<file path="src/rtl/amci_arbiter_pkg.sv">
// Shared definitions for the AMCI arbiter: FSM state encoding, AXI response codes
// and the index-width helper used by the top and the round-robin selector.
package amci_arbiter_pkg;

  localparam logic [1:0] ST_IDLE   = 2'd0;
  localparam logic [1:0] ST_ISSUE  = 2'd1;
  localparam logic [1:0] ST_SETTLE = 2'd2;
  localparam logic [1:0] ST_WAIT   = 2'd3;

  localparam logic [1:0] RESP_OKAY   = 2'b00;
  localparam logic [1:0] RESP_SLVERR = 2'b10;
  localparam logic [1:0] RESP_DECERR = 2'b11;

  // Width of a requester index; never below one bit so a 2-requester build still works.
  function automatic int idx_width(input int n);
    return (n <= 2) ? 1 : $clog2(n);
  endfunction

endpackage

</file>
<file path="src/rtl/amci_arbiter_rr_pick.sv">
// Combinational round-robin selector (rr_pick): returns the first set request bit at
// or above the pointer, wrapping modulo NUM_REQ, plus a flag saying any bit was set.
module amci_arbiter_rr_pick
  import amci_arbiter_pkg::*;
#(
  parameter int NUM_REQ = 4,
  parameter int IDX_W   = idx_width(NUM_REQ)
) (
  input  logic [NUM_REQ-1:0] req,
  input  logic [IDX_W-1:0]   rr,
  output logic [IDX_W-1:0]   winner,
  output logic               valid
);

  logic [IDX_W-1:0] cand;

  // NOTE: every output and temporary gets a default before the loop, so no latch is inferred.
  always_comb begin
    winner = '0;
    valid  = 1'b0;
    cand   = '0;
    // Walk from the farthest offset down so the nearest requester to rr is the last write.
    for (int off = NUM_REQ - 1; off >= 0; off--) begin
      cand = IDX_W'((int'(rr) + off) % NUM_REQ);
      if (req[cand]) begin
        winner = cand;
        valid  = 1'b1;
      end
    end
  end

endmodule

</file>
<file path="src/rtl/amci_arbiter.sv">
// Round-robin arbiter sharing one AXI4-Lite master control interface among NUM_REQ
// requesters, with a single transaction outstanding at a time.
module amci_arbiter
  import amci_arbiter_pkg::*;
#(
  parameter int NUM_REQ = 4,
  parameter int ADDR_W  = 32,
  parameter int DATA_W  = 32
) (
  input  logic                      clk,
  input  logic                      resetn,
  input  logic [NUM_REQ-1:0]        req,
  input  logic [NUM_REQ-1:0]        req_rnw,
  input  logic [NUM_REQ*ADDR_W-1:0] req_addr,
  input  logic [NUM_REQ*DATA_W-1:0] req_wdata,
  output logic [NUM_REQ-1:0]        done,
  output logic [DATA_W-1:0]         rsp_data,
  output logic [1:0]                rsp_resp,
  output logic                      busy,
  output logic [ADDR_W-1:0]         amci_waddr,
  output logic [DATA_W-1:0]         amci_wdata,
  output logic                      amci_write,
  input  logic [1:0]                amci_wresp,
  input  logic                      amci_widle,
  output logic [ADDR_W-1:0]         amci_raddr,
  output logic                      amci_read,
  input  logic [DATA_W-1:0]         amci_rdata,
  input  logic [1:0]                amci_rresp,
  input  logic                      amci_ridle
);

  localparam int IDX_W = idx_width(NUM_REQ);
  localparam logic [IDX_W-1:0] LAST_IDX = IDX_W'(NUM_REQ - 1);

  logic [1:0]        state;
  logic [IDX_W-1:0]  rr;
  logic [IDX_W-1:0]  win_idx;
  logic              win_rnw;
  logic [ADDR_W-1:0] win_addr;
  logic [DATA_W-1:0] win_wdata;

  logic [IDX_W-1:0]  pick_idx;
  logic              pick_valid;
  logic              win_idle;

  amci_arbiter_rr_pick #(
    .NUM_REQ (NUM_REQ),
    .IDX_W   (IDX_W)
  ) u_rr_pick (
    .req    (req),
    .rr     (rr),
    .winner (pick_idx),
    .valid  (pick_valid)
  );

  assign win_idle = win_rnw ? amci_ridle : amci_widle;

  // NOTE: sequential state uses non-blocking assignments only; pulse outputs default
  // low at the top of the block and a later assignment in the same cycle overrides it.
  always_ff @(posedge clk or negedge resetn) begin
    if (!resetn) begin
      state      <= ST_IDLE;
      rr         <= '0;
      win_idx    <= '0;
      win_rnw    <= 1'b0;
      win_addr   <= '0;
      win_wdata  <= '0;
      done       <= '0;
      rsp_data   <= '0;
      rsp_resp   <= RESP_OKAY;
      busy       <= 1'b0;
      amci_waddr <= '0;
      amci_wdata <= '0;
      amci_write <= 1'b0;
      amci_raddr <= '0;
      amci_read  <= 1'b0;
    end else begin
      done       <= '0;
      amci_write <= 1'b0;
      amci_read  <= 1'b0;

      case (state)
        ST_IDLE: begin
          if (pick_valid && amci_widle && amci_ridle) begin
            win_idx   <= pick_idx;
            win_rnw   <= req_rnw[pick_idx];
            win_addr  <= req_addr[int'(pick_idx) * ADDR_W +: ADDR_W];
            win_wdata <= req_wdata[int'(pick_idx) * DATA_W +: DATA_W];
            busy      <= 1'b1;
            state     <= ST_ISSUE;
          end
        end

        ST_ISSUE: begin
          if (win_rnw) begin
            amci_raddr <= win_addr;
            amci_read  <= 1'b1;
          end else begin
            amci_waddr <= win_addr;
            amci_wdata <= win_wdata;
            amci_write <= 1'b1;
          end
          state <= ST_SETTLE;
        end

        // The master only drops its idle flag one cycle after the pulse, so skip a cycle.
        ST_SETTLE: state <= ST_WAIT;

        ST_WAIT: begin
          if (win_idle) begin
            rsp_resp      <= win_rnw ? amci_rresp : amci_wresp;
            rsp_data      <= win_rnw ? amci_rdata : '0;
            done[win_idx] <= 1'b1;
            busy          <= 1'b0;
            rr            <= (win_idx == LAST_IDX) ? '0 : win_idx + 1'b1;
            state         <= ST_IDLE;
          end
        end

        default: state <= ST_IDLE;
      endcase
    end
  end

endmodule
</file>
<file path="config.mk">
export PLATFORM = sky130hd
export DESIGN_NAME = amci_arbiter
export DESIGN_NICKNAME = d
export VERILOG_FILES = /design/src/rtl/amci_arbiter_pkg.sv /design/src/rtl/amci_arbiter_rr_pick.sv /design/src/rtl/amci_arbiter.sv
export SDC_FILE = /design/constraint.sdc
export NUM_CORES = 1
export LEC_CHECK = 0
export BUFFER_PORTS_ARGS = -buffer_cell sky130_fd_sc_hd__buf_2
export CAP_MARGIN = 15
export CORE_AREA = 3 3 170 172
export DETAILED_ROUTE_END_ITERATION = 16
export DIE_AREA = 0 0 173 175
export PLACE_DENSITY = 0.63
export SETUP_SLACK_MARGIN = 0.5
export SYNTH_ARGS = -nofsm -noshare
export SYNTH_HDL_FRONTEND = slang
export SYNTH_HIERARCHICAL = 1
export SYNTH_SLANG_ARGS = --single-unit
</file>
<file path="constraint.sdc">
create_clock -name clk -period 2.99 [get_ports clk]
set_input_delay 0.598 -clock clk [delete_from_list [all_inputs] [get_ports clk]]
set_output_delay 0.598 -clock clk [all_outputs]
set_load 0.03 [all_outputs]
</file>
==> After elaboration in Yosys (flattened, before gate mapping) <==
Cells that the tools add are included.
Widths: inputs -> output; s select.
{ "word_totals": {"ff_bits": 208, "input_bits": 304, "out_inout_bits": 137, "wordCells": 82} }
{ "op_classes": {"n_shift": 2, "eq_ne": 6, "n_bitwise": 1, "n_lt_le_gt_ge": 7, "addsub": 4, "muxes": 36, "reduce_logical": 11} }
{ "op_table": {"columns": ["cell", "n"], "rows": [
  ["$shiftx 128x8->32", 2],
  ["$mux 32", 1],
  ["$lt 2x3->1 const B", 6],
  ["$mux 1", 17],
  ["$mux 2", 8],
  ["$bmux 1 s2", 5],
  ["$reduce_and 2->1", 5],
  ["$mux 4", 2],
  ["$pmux 2 s4", 1],
  ["$eq 2x2->1 const B", 3],
  ["$add 2x1->2 const B", 2],
  ["$add 2x2->2 const B", 2],
  ["$ne 2x2->1 const B", 2],
  ["$logic_and 1x1->1", 3],
  ["$reduce_and 3->1", 1],
  ["$demux 1 s2", 1],
  ["$eq 2x1->1 const B", 1],
  ["$ge 2x1->1 const B", 1],
  ["$logic_not 2->1", 1],
  ["$pmux 1 s2", 1],
  ["$reduce_bool 2->1", 1],
  ["$not 1->1", 1]
]} }

==> Depth between registers and ports, before layout <==
Gate-level depths: netlist (run 1).
{ "logic_depth": {"ltp_word": 11, "mapped_depth": 7} }

==> Hierarchy <==
The synthesis (run 1) kept the hierarchy.
{ "by_module_without_submodules": {"columns": ["module", "cells_each", "area_per_inst_um2", "seq_area_each_um2", "instances"], "rows": [
  ["amci_arbiter", 619, 9557.9, 5205.0, 1],
  ["amci_arbiter_rr_pick", 13, 77.6, 0.0, 1]
]} }

==> Worst setup path after synthesis (run 1) <==
No wires, ideal clock.
{ "synth_timing": {"path_kind": "input to register", "start": "input req[1]", "end": "register win_addr[10]", "setup_time_ns": 0.125, "setup_slack_ns": 0.743, "required_ns": 2.865, "n_path_buf": 2, "t_arrival_ns": 2.123, "stages": 7, "path_cell_list": "nor3b_1 -> a211oi_1 -> nor2_1 -> buf_2 -> buf_1 -> mux4_2 -> mux2_2"} }
{ "synth_between": {"elab_cells_between_ends": 20} }
{ "synth_rtl": {"columns": ["element", "line_no", "source"], "rows": [
  ["start: declaration", "amci_arbiter.sv:12", "input logic [NUM_REQ-1:0] req,"],
  ["$bmux 1 s2", "amci_arbiter_rr_pick.sv:25", "if (req[cand]) begin"],
  ["$mux 1 (not written as such)", "amci_arbiter_rr_pick.sv:25", null],
  ["$mux 2 (3 in series)", "amci_arbiter_rr_pick.sv:25", null],
  ["$mux 2 (*)", "amci_arbiter_rr_pick.sv:25", null],
  ["net pick_idx[1]", "amci_arbiter.sv:42", "logic [IDX_W-1:0] pick_idx;"],
  ["$shiftx 128x8->32 (*)", "amci_arbiter.sv:87", "win_addr <= req_addr[int'(pick_idx) * ADDR_W +: ADDR_W];"],
  ["end signal: assignment", "amci_arbiter.sv:87", null],
  ["end: declaration", "amci_arbiter.sv:39", "logic [ADDR_W-1:0] win_addr;"]
]} }
Mark *: on every way through the listed nets, which the timed path passes. The rest lies on a longest branch. The select of a mux whose other input is x is not followed.
A chain may end at the register's enable or synchronous reset.

==> Worst setup path after layout (run 1) <==
{ "layout_timing": {"start": "register rr[1]", "end": "register win_addr[11]"} }
{ "layout_between": {"elab_cells_between_ends": 23} }
{ "layout_rtl": {"columns": ["element", "line_no", "source"], "rows": [
  ["start: declaration", "amci_arbiter.sv:36", "logic [IDX_W-1:0] rr;"],
  ["start signal: assignment", "amci_arbiter.sv:115", "rr <= (win_idx == LAST_IDX) ? '0 : win_idx + 1'b1;"],
  ["$add 2x2->2", "amci_arbiter_rr_pick.sv:24", "cand = IDX_W'((int'(rr) + off) % NUM_REQ);"],
  ["$bmux 1 s2", "amci_arbiter_rr_pick.sv:25", null],
  ["$mux 1 (not written as such)", "amci_arbiter_rr_pick.sv:25", null],
  ["$mux 2 (3 in series)", "amci_arbiter_rr_pick.sv:25", null],
  ["$mux 2 (*)", "amci_arbiter_rr_pick.sv:25", null],
  ["net pick_idx[0]", "amci_arbiter.sv:42", null],
  ["$shiftx 128x8->32 (*)", "amci_arbiter.sv:87", null]
]} }
Marks and branches as above.

==> run metrics, run 1 <==
run status completed; hold violation count in the final report 0; actual transition at the worst max-transition pin approximately 0.61 ns; CTS Sinks between 200 and 250; peak ir drop on the vdd network approximately 0.50 mV; Crit path max-delay family multiplexers; global route overflow 0; delay of the slowest cell on the worst path 0.55 ns; cell types with the largest area share after synthesis dfrtp_1, mux2_2, mux4_2; power density of the placed cells ~1100 mW/mm^2; startpoint type of the worst setup path register; CP cell instances mux2i_1 -> a211oi_4 -> buf_4 -> mux4_2 -> mux2_2; library cell with the highest instance count after synthesis dfrtp_1; final cycle utilization of the critical path 78.55%; final non-filler cell total approximately 1.5k; Buffers & Inverters on Critical Path 1; Max-slew headroom approximately three fifths; leading register cell type out of synthesis dfrtp_1; post-cts hold buffer count 0; crit path max-delay cell type mux4_2; Critical Path Fanout Max 19; port bufs between 400 and 500; Hold/Removal Path Class in -> async; average footprint of a synthesized cell 15.25 um^2; share of async-settable or async-resettable flops after synthesis 100.0%; LEAKAGE about 6.3 nW; clock tree from TritonCTS yes; insertion delay to the later sink of the worst-skew pair roughly 0.5 ns; first-pass iteration count of the detailed router 4; count of pins over their slew limit 0; Critical Setup Path Class reg -> reg; placed standard-cell area 0.01233 mm^2; Post-Synthesis Cell Area 0.009635 mm^2; aggregate global-route resource usage between 10% and 20%; peak clock frequency supported by timing approximately 0.43 GHz; number of flops mapped to enable cells by yosys 0; Seq/Total Area, Yosys 54.02%; reg2reg end win_addr[11]; ratio of cells with drive above 1 in the final layout about two thirds; clock root buffer master clkbuf_16; vertical die dimension 175 um; type of destination of the critical path register; Iter 0 DRT Violations slightly below 300; routed via count a little over 7k; level count of the clock H-tree 1; Area growth syn-to-layout 35.94%; drt total wl between 20000 and 30000 um; Row Count 61; worst-case clock skew between 0.01 and 0.015 ns; total inserted antenna cells 0; Routed wire per std cell 18.97 um; register bit total from synthesis ~210; cell count of the worst reg-to-reg path 5; number of warnings issued by yosys 6; buffer levels on the longest clock path 3; antenna violations before repair 1; Final setup violation count 0; number of distinct library cell variants in the gate-level netlist after synthesis 24; die outline area around 0.030 mm^2; net count of the mapped netlist 945; final layout net count approximately 1.4k; data arrival time of the worst path approximately 2.7 ns; vias per cell 4.910; I/O pin cnt 441; accumulated negative setup slack 0 ns; largest net degree at the start of global routing 68; remaining routing DRC violations 0; area leader, netlist dfrtp_1; Max-cap violations 0; critical path data required time ~3.4 ns; number of global-route vias before repair ~7.6k; Std-Cell Core Area 0.02763 mm^2; starting utilization of the core area 34.87%; # placed instances about 1.4k; source of the worst register-to-register timing path rr[1]; proportion of netlist area held by the largest area contributor between 50% and 60%; post-route cell area ~0.013 mm^2; wire length of the first global-routing pass 42780 um; Post-CTS Resized 0; pre-CTS setup slack roughly 0.4 ns; # Post-CTS Setup Buffers 0; number of buffers inserted during clock tree synthesis 24; clock-pin slew on the worst setup and hold paths 0.06 ns; sum of net half-perimeters after detailed placement 20710 um; Worst Slack Setup Final ~0.64 ns; Detail Route Antenna Nets 0; overall die width 173 um; top cells by count, synth dfrtp_1, mux2_2, mux4_2; instance count of the mapped netlist 632; global placement routability congestion about 0.8; Min Clock Period, post-route between 2 and 2.5 ns; FF-to-FF setup slack between 0.6 and 0.7 ns; RSZ-0062 raised after global routing false
==> routing by layer <==
layer | GRT usage (%) | wire length, um
met1 | 21.43 | 10760
met2 | 31.97 | 14310
met3 | 4.411 | 2112
met4 | 4.122 | 541
met5 | 0 | 12
==> cells by family (layout without fill, tap and decap cells) <==
group                    Yosys count  after routing  share of synthesized area, %
flip-flops                       208            208                         54.02
adder cells (fa/ha/maj)            9              9                         1.169
multiplexers                     239            239                         35.48
buffers and inverters             85            537                         3.922
AND/OR/NAND/NOR                   52             52                         3.142
AO/OA/AOI/OAI                     39             39                         2.272
==> layout by cell type (no fill, tap or decap), types with 4 or more instances in the layout <==
cell type	n
buf_2	439
clkbuf_1	5
inv_1	38
mux4_2	65
buf_4	11
mux2i_1	4
dfrtp_1	208
and2_1	4
nand4_1	33
mux2_2	170
nor2_1	5
clkbuf_8	8
buf_12	7
clkbuf_16	25
ha_1	9
o21ai_0	32
==> worst max path at each step <==
stage               startpoint            to  slack, ns  cells after the start
global placement        req[3]  win_addr[10]       0.46                      6
finish                   rr[1]  win_addr[11]       0.64                      5
detailed placement      req[3]  win_addr[12]       0.40                      6
global route             rr[1]  win_addr[18]       0.50                      5
CTS                      rr[1]  win_addr[16]       0.62                      5
floorplan               req[1]  win_addr[10]       0.74                      7
==> metrics by stage <==
stage,util [%],hold WS [ns],power [W]
detailed placement,44.64,0.4880,0.01172
floorplan,-,0.3024,0.009591
finish,47.41,0.07163,0.01443
global route,47.41,0.09256,0.01527
global placement,44.64,0.4822,0.01157
CTS,47.41,0.07522,0.01462
==> sequential cells by signal, summed over array words and instances (netlist names), 4 cells and up <==
name	flops
amci_raddr	32
amci_waddr	32
amci_wdata	32
rsp_data	32
win_addr	32
win_wdata	32
done	4
==> final cells by class <==
type / count / area (um^2)
repair buffers: 458 / 2434
multi-input cells: 339 / 4080
clock inverters: 4 / 23.77
well taps: 378 / 473.0
inverters: 38 / 142.6
fillers: 2538 / 14530
flip-flops and latches: 208 / 5205
clock buffers: 37 / 740.7
==> power breakdown <==
part	leakage [nW]	switching, W	internal, W
Combinational	3.39	0.00377	0.00285
Sequential	2.56	0.000780	0.00418
Clock	0.380	0.00116	0.00169
Total	6.33	0.00571	0.00872
(Power assumes the default switching activity.)
==> run 2: changes to the inputs <==
- CORE_AREA: 3 3 170 172 -> default
- CORE_ASPECT_RATIO: default -> 0.5
- CORE_MARGIN: default -> 3
- CORE_UTILIZATION: default -> 43
- DIE_AREA: 0 0 173 175 -> default
- PLACE_DENSITY: 0.63 -> 0.78
- clock period: 2.99 -> 2.1 ns (I/O delays scaled with it)
==> run metrics, run 2 (synthesis gave the netlist of run 1 again) <==
Routed wire per std cell 21.13 um (was 18.97 um); data arrival time of the worst path 2.59 ns (was 2.74 ns); overall die width 217.7 um (was 173 um); peak ir drop on the vdd network 0.7154 mV (was 0.5032 mV); largest net degree at the start of global routing 59 (was 68); RSZ-0062 raised after global routing true (was false); Row Count 38 (was 61); global route overflow 0 (unchanged); Area growth syn-to-layout 43.40% (was 35.94%); remaining routing DRC violations 0 (unchanged); vertical die dimension 111.9 um (was 175 um); cell type with the highest occurrence count on the critical path buf_12; level count of the clock H-tree 1 (unchanged); aggregate global-route resource usage 23.96% (was 17.73%); met2 Track Usage GR 41.07% (was 31.97%); CTS Sinks 208 (unchanged); delay of the slowest cell on the worst path 0.51 ns (was 0.55 ns); count of pins over their slew limit 0 (unchanged); first-pass iteration count of the detailed router 4 (unchanged); antenna violations before repair 1 (unchanged); Max-slew headroom 68.54% (was 59.24%); sum of net half-perimeters after detailed placement 21270 um (was 20710 um); Iter 0 DRT Violations 493 (was 298); worst-case clock skew 0.01169 ns (was 0.01104 ns); Std-Cell Core Area 0.02182 mm^2 (was 0.02763 mm^2); insertion delay to the later sink of the worst-skew pair 0.50 ns (was 0.51 ns); Critical Setup Path Class reg -> reg (unchanged); hold violation count in the final report 0 (unchanged); clock-pin slew on the worst setup and hold paths 0.07 ns (was 0.06 ns); routed via count 7559 (was 7179); critical path data required time 2.48 ns (was 3.38 ns); Detail Route Antenna Nets 0 (unchanged); Most Crowded Layer GR met2 (unchanged); post-route cell area 0.01382 mm^2 (was 0.01310 mm^2); final layout net count 1423 (was 1382); startpoint type of the worst setup path register (unchanged); die outline area 0.02435 mm^2 (was 0.03028 mm^2); Max-cap violations 0 (unchanged); most common cell after layout, fill and taps aside buf_2 (unchanged); vias per cell 5.305 (was 4.910); drt total wl 30110 um (was 27730 um); Final setup violation count 65 (was 0); CP cell instances mux2i_1 -> a211oi_4 -> buf_12 -> buf_12 -> mux4_2 -> mux2_2 (was mux2i_1 -> a211oi_4 -> buf_4 -> mux4_2 -> mux2_2); violated checks negative setup slack; peak clock frequency supported by timing 0.4531 GHz (was 0.4258 GHz); pre-CTS setup slack -0.1529 ns (was 0.4009 ns); crit path max-delay cell type mux4_2 (unchanged); type of destination of the critical path register (unchanged); starting utilization of the core area 44.15% (was 34.87%); run status finished, violations left (was completed); Hold/Removal Path Class in -> reg (was in -> async); LEAKAGE 6.780 nW (was 6.331 nW); clock tree from TritonCTS yes (unchanged); Min Clock Period, post-route 2.207 ns (was 2.349 ns); actual transition at the worst max-transition pin 0.4719 ns (was 0.6115 ns); clock root buffer master clkbuf_16 (unchanged); power density of the placed cells 1605 mW/mm^2 (was 1102 mW/mm^2); wire length of the first global-routing pass 45540 um (was 42780 um); Post-Route Hold Slack 0.1746 ns (was 0.07163 ns); met3 Use GR 4.936% (was 4.411%); Global Route met1 Usage 31.05% (was 21.43%); port bufs 440 (unchanged); accumulated negative setup slack -4.568 ns (was 0 ns); # placed instances 1361 (was 1421); global placement routability congestion 0.9688 (was 0.8012); buffer levels on the longest clock path 3 (unchanged); Filler Cell Count 1657 (was 2538); Worst Slack Setup Final -0.1072 ns (was 0.6415 ns); commonest cells after routing, fill and taps aside buf_2, dfrtp_1, mux2_2 (unchanged); number of global-route vias before repair 8182 (was 7581); I/O pin cnt 441 (unchanged); Critical Path Fanout Max 12 (was 19); final cycle utilization of the critical path 105.1% (was 78.55%); number of buffers inserted during clock tree synthesis 20 (was 24); placed standard-cell area 0.01241 mm^2 (was 0.01233 mm^2); final non-filler cell total 1425 (was 1462); ratio of cells with drive above 1 in the final layout 69.93% (was 67.71%)
==> run 2: power breakdown <==
group	internal, W	switching (W)	total [W]
registers	0.00596	0.00125	0.00721
logic	0.00536	0.00593	0.0113
clock network	0.00210	0.00159	0.00369
total	0.0134	0.00877	0.0222
==> run 2: cell type report <==
type | instances | area (um^2) | area share (%)
sequential | 208 | 5209 | 37.70
inverter | 38 | 145.1 | 1.050
antenna | 1 | 2.502 | 0.01811
clock inverter | 8 | 68.82 | 0.4981
timing repair buffer | 503 | 3087 | 22.34
tap | 300 | 375.4 | 2.717
clock buffer | 28 | 591.8 | 4.283
multi-input combinational | 339 | 4338 | 31.40
==> run 2: worst paths after layout <==
| path | start | end | slack, ns | cells past startpoint |
|---|---|---|---|---|
| max | rr[1] | win_addr[14] | -0.11 | 6 |
| min | amci_rdata[1] | rsp_data[1] | 0.17 | 3 |
| max reg2reg | rr[1] | win_addr[14] | -0.11 | 6 |
| min reg2reg | amci_raddr[16] | amci_raddr[16] | 0.50 | 1 |
| max in group asynchronous | resetn | rsp_data[30] | 0.93 | 3 |
| min in group asynchronous | resetn | amci_wdata[28] | 0.48 | 2 |
==> run 2: per-layer routing <==
metal / vias to the layer above / wire, um
met5: - / 0
met4: 0 / 929
met3: 72 / 1986
met2: 285 / 15280
met1: 3897 / 11910
li1: 3305 / -
==> run 2: per-stage QoR <==
step / total power [W] / utilization, %
finish: 0.02218 / 63.31
global route: 0.02332 / 63.30
CTS: 0.02191 / 62.42
detailed placement: 0.01699 / 56.86
global placement: 0.01657 / 56.86
floorplan: 0.01373 / -
==> run 2: what timing repair did <==
item	in CTS	in global routing
hold buffers	1	0
setup buffers	10	6
gates cloned	7	3
gates resized for setup	79	14
endpoints found under the setup margin	173	183
pin swaps	1	3
hold endpoints to repair	51	0
==> run 2: worst max-delay path: cells and delay by family (launching register included) <==
| kind | cells | cell delay [ns] |
|---|---|---|
| buffers and inverters | 2 | 0.40 |
| flip-flops | 1 | 0.43 |
| AO/OA/AOI/OAI | 1 | 0.29 |
| multiplexers | 3 | 0.96 |
